--- src/rtl/pwm_capture.sv ---
// PWM capture: measures high time and rise-to-rise period of an asynchronous
// input in clk cycles, publishing one result per complete cycle.
module pwm_capture #(
  parameter int DUTY_W   = 12,
  parameter int PERIOD_W = 20
) (
  input  logic                clk,
  input  logic                rst_n,
  input  logic                Enable,
  input  logic                pwm_in,
  output logic [DUTY_W-1:0]   dutty,
  output logic [PERIOD_W-1:0] period,
  output logic                meas_valid,
  output logic                timeout
);

  typedef enum logic [1:0] {
    IDLE,
    HIGH,
    LOW
  } state_t;

  localparam logic [DUTY_W-1:0]   DUTY_MAX = '1;
  localparam logic [PERIOD_W-1:0] PER_MAX  = '1;
  localparam logic [DUTY_W-1:0]   DUTY_ONE = DUTY_W'(1);
  localparam logic [PERIOD_W-1:0] PER_ONE  = PERIOD_W'(1);

  state_t              state;
  logic [DUTY_W-1:0]   high_cnt;
  logic [PERIOD_W-1:0] per_cnt;
  logic                s1, s2, s3;
  logic                rise, fall, expired;

  // Both edges see the same three-cycle latency, so measured widths are exact.
  // NOTE: sequential state uses non-blocking assignments so every flop samples
  // the values from before the edge, independent of statement order.
  always_ff @(posedge clk) begin
    if (!rst_n) begin
      s1 <= 1'b0;
      s2 <= 1'b0;
      s3 <= 1'b0;
    end else begin
      s1 <= pwm_in;
      s2 <= s1;
      s3 <= s2;
    end
  end

  assign rise = s2 & ~s3;
  assign fall = ~s2 & s3;

  // A saturated counter ends the measurement before it can wrap; this wins
  // over an edge arriving in the same cycle.
  assign expired = ((state == HIGH) && (high_cnt == DUTY_MAX)) ||
                   ((state != IDLE) && (per_cnt == PER_MAX));

  always_ff @(posedge clk) begin
    if (!rst_n) begin
      state      <= IDLE;
      high_cnt   <= '0;
      per_cnt    <= '0;
      dutty      <= '0;
      period     <= '0;
      meas_valid <= 1'b0;
      timeout    <= 1'b0;
    end else begin
      meas_valid <= 1'b0;
      if (!Enable) begin
        state    <= IDLE;
        high_cnt <= '0;
        per_cnt  <= '0;
      end else if (expired) begin
        timeout  <= 1'b1;
        state    <= IDLE;
        high_cnt <= '0;
        per_cnt  <= '0;
      end else begin
        case (state)
          IDLE: begin
            if (rise) begin
              state    <= HIGH;
              high_cnt <= DUTY_ONE;
              per_cnt  <= PER_ONE;
            end
          end
          HIGH: begin
            per_cnt <= per_cnt + PER_ONE;
            if (fall) begin
              state <= LOW;
            end else begin
              high_cnt <= high_cnt + DUTY_ONE;
            end
          end
          LOW: begin
            if (rise) begin
              dutty      <= high_cnt;
              period     <= per_cnt;
              meas_valid <= 1'b1;
              timeout    <= 1'b0;
              state      <= HIGH;
              high_cnt   <= DUTY_ONE;
              per_cnt    <= PER_ONE;
            end else begin
              per_cnt <= per_cnt + PER_ONE;
            end
          end
          default: begin
            state    <= IDLE;
            high_cnt <= '0;
            per_cnt  <= '0;
          end
        endcase
      end
    end
  end

endmodule

--- config.mk ---
export PLATFORM = sky130hd
export DESIGN_NAME = pwm_capture
export DESIGN_NICKNAME = d
export VERILOG_FILES = /design/src/rtl/pwm_capture.sv
export SDC_FILE = /design/constraint.sdc
export NUM_CORES = 1
export LEC_CHECK = 0
export BUFFER_PORTS_ARGS = -buffer_cell sky130_fd_sc_hd__buf_2
export CORE_ASPECT_RATIO = 1.1
export CORE_UTILIZATION = 50
export CTS_BUF_LIST = sky130_fd_sc_hd__clkbuf_8
export DETAILED_ROUTE_END_ITERATION = 8
export PLACE_DENSITY_LB_ADDON = 0.1
export SLEW_MARGIN = 20
export SYNTH_ARGS = -nofsm -noshare
export SYNTH_HDL_FRONTEND = slang
export SYNTH_SLANG_ARGS = --single-unit
--- constraint.sdc ---
create_clock -name clk -period 3.9 [get_ports clk]
set_input_delay 0.585 -clock clk [delete_from_list [all_inputs] [get_ports clk]]
set_output_delay 0.585 -clock clk [all_outputs]
set_load 0.005 [all_outputs]
==> results.txt <==
- Counting flops with an async set or reset pin after synthesis yields a share of 0%.
- Post-layout util: 60.0%
* Clock Tree Root: clkbuf_8
- Die area: 6410 µm²
- The final number of max-transition violations is 0.
* Most used standard cells in the synthesized netlist: 71 x dfxtp_1, 58 x nand2_1, 47 x nand3_1, 40 x o21ai_0, 31 x nor2_1
- After detailed routing, the number of vias per cell comes to 5.52.
- Power comes to 1480 µW.
* FMAX: 405 MHz
- Clock sink count: 71
- Total DRC errors in the routed layout: 0
* Critical Path Fanout Max: 41
- Outcome: finished clean
* Xor/xnor share of the synthesized area: 4.31%
- Compared with the post-synthesis result, the final layout area differs by 15.0%.
* Cell type contributing the most total cell area after synthesis: dfxtp_1
* Worst hold slack: 0.441 ns
* Hold-fix buffers at CTS: 0
- For this block, the routed nets add up to 7.13 mm of wire.
- The number of global-route vias before repair is 2,495.
* Setup repair after global routing missed its margin: no
- Resize count post-CTS: 0
* Net count of the mapped netlist: 381
- Setup violations remaining at the end of the flow were counted as 0.
* Simple-gate portion of the synthesized area: 29.3%
* Setup WS pre-CTS: 1.42 ns
* Maximum number of pins on one net before global-route repair: 70
* Synth Area in Adders: 0.821%
- Max IR drop VDD: 0.265 mV
- Yosys instantiated no cell more often than dfxtp_1.
- Dividing the detail-routed wire length by the instance count gives 14.7 µm.
- The number of antenna diodes in the final layout is 0.
- TritonCTS built the clock tree.
- Proportion of synthesized chip area in sequential cells: 46.6%
* Clock transition time at the flip-flop clock pins of the worst setup and hold paths: 0.08 ns
- Height of the die: 83.9 µm
- The share of synthesized area in the top cell type comes to 46.6%.
* Total of max-cap violations: 0
* First-pass iteration count of the detailed router: 4
* Net total in the final layout: 409
- STA puts the critical path data arrival time at 2.73 ns.
* PortBufs: 37
- Number of synthesized flops with an enable pin: 0
- Measured along the x axis, the die boundary spans 76.5 µm.
- Layout cells sized above 1: 15.4%
- Final worst slack: 1.43 ns
* Total via count after detailed routing: 2,679
- CTS Buf Count: 9
- For this run, the leading register cell type out of synthesis is dfxtp_1.
* Maximum level of the CTS H-tree: 3
- Worst hold path type: input port to flip-flop
- Power per standard cell area: 423 nW/µm²
- For this design the static power due to leakage is 0.00125 µW.
- Across every metal layer, demand over resource in global routing totals 23.2%.
- After synthesis, the netlist uses 47 different library cells.
* Complex-gate fraction of the synthesized area: 15.3%
- The cell area that synthesis handed to floorplanning was 3050 µm².
- Wire length of the first global-routing pass: 11.6 mm
- Summed over all nets, the half-perimeter wirelength after detailed placement is 4.74 mm.
- The congestion estimate from routability-driven global placement came to 0.852.
* Final Hold Violating Endpoints: 0
- STA classifies the critical path startpoint as a flip-flop.
- For the final routed database, the setup TNS stands at 0 ns.
- The floorplan has 29 rows.
* Fraction of synthesized area in multiplexers: 0.328%
- Across the routed clock network, the largest skew measured is 0.0120 ns.
- Antenna violations before repair: 0
* Total overflow reported by the global router: 0
- The number of setup buffers added after CTS is 0.
- Final cycle utilization of the critical path: 63.3%
- The clock passes through at most 2 buffers.
- Initial Utilization: 52.2%
- Combinational family with the most area after synthesis: simple AND/OR/NAND/NOR gates
- Synth area leaders: dfxtp_1 47%, nand3_1 7.7%, nand2_1 7.1%, o21ai_0 6.6%, nor2_1 3.8%
* Drt initial violations: 147
* Antenna Violating Nets Remaining: 0
- The clock reaches the later pin of the worst-skew pair after 0.35 ns.
- The total area inside the core boundary comes to 5840 µm².
- After layout, the minimum clock period comes to 2.47 ns.
- Worst slew margin: 39.0%
- Synthesis handed over a netlist of 375 instances.
- In this run, synthesis produced a sequential element count of 71.
- Pin placement for this block handled 38 I/O pins.
- Total of warnings raised by yosys: 0
- STA classifies the critical path endpoint as a flip-flop.
* Class of the most critical setup path: flip-flop to flip-flop
- Average instance area after synthesis: 8.13 µm²
- Data on the critical path is required at its endpoint by 4.17 ns.
- For the pin with the worst max-slew slack, the measured transition is 0.913 ns.
-- placed cells by master, fill, tap and decap left out, drive strengths merged, types with 4 or more instances in the layout --
master / instances
a21oi: 21
and2: 4
and4: 4
buf: 39
clkbuf: 10
dfxtp: 71
nand2: 58
nand3: 49
nand4: 5
nor2: 31
nor3: 7
o21ai: 41
xnor2: 5
xor2: 10
-- final cells by class --
class                      instances  area [µm²]
inverter                           1        3.75
tap                               77        96.3
sequential                        71        1420
clock inverter                     6         108
multi-input combinational        281        1540
clock buffer                      10         138
timing repair buffer              39         200
fill                             553        2340
-- path summary, 6_finish.rpt --
check | end | from | cells after the start | slack [ns]
worst max-delay path | dutty[1]$_SDFFE_PN0P_ | state[1]$_SDFFE_PP0P_ | 6 | 1.43
worst max register to register | dutty[1]$_SDFFE_PN0P_ | state[1]$_SDFFE_PP0P_ | 6 | 1.43
worst min register to register | s2$_SDFF_PN0_ | s1$_SDFF_PN0_ | 1 | 0.45
worst min-delay path | s1$_SDFF_PN0_ | pwm_in | 2 | 0.44
-- critical path, stage by stage (launching register included) --
cell and delay (ns):
dfxtp_1 0.54, nor2b_1 0.33, nand3_1 0.19, a21oi_4 0.74
buf_4 0.38, nand3_1 0.10, o21ai_0 0.11
-- state kept, by name, indices dropped and copies added, names as in the netlist --
register and flops:
timeout 1, meas_valid 1, period 20, s2 1, high_cnt 12, per_cnt 20
s3 1, state 2, s1 1, dutty 12
-- per-layer routing --
| layer | up-vias | wire (µm) | global-route usage [%] |
|---|---|---|---|
| li1 | 1379 | - | - |
| met1 | 1230 | 3250 | 27.8 |
| met2 | 57 | 3460 | 39.0 |
| met3 | 13 | 263 | 4.37 |
| met4 | 0 | 148 | 12.8 |
| met5 | - | 0 | 0 |
-- cells by family (layout without fill, tap and decap cells) --
group,count (synthesis),in the layout
AOI/OAI and AO/OA,82,82
xor gates and xnor gates,15,15
adders and majority gates,2,2
buffers and inverters,23,56
DFF,71,71
muxes,1,1
and+or+nand+nor,181,181
-- report_power, final --
part | internal (µW) | switching (µW) | leakage, µW | total (µW)
Combinational | 7.56 | 28.5 | 0.000555 | 36.1
Clock | 441 | 275 | 0.000128 | 716
Sequential | 726 | 2.91 | 0.000572 | 729
Total | 1180 | 306 | 0.00125 | 1480
-- through the flow --
step	cell area [µm²]	cells
after global routing	3510	485
final	3510	485
after floorplan	3050	375
after global placement	3260	469
after detailed placement	3260	469
after CTS	3510	485
No activity file was read; power rests on OpenSTA's default activity.
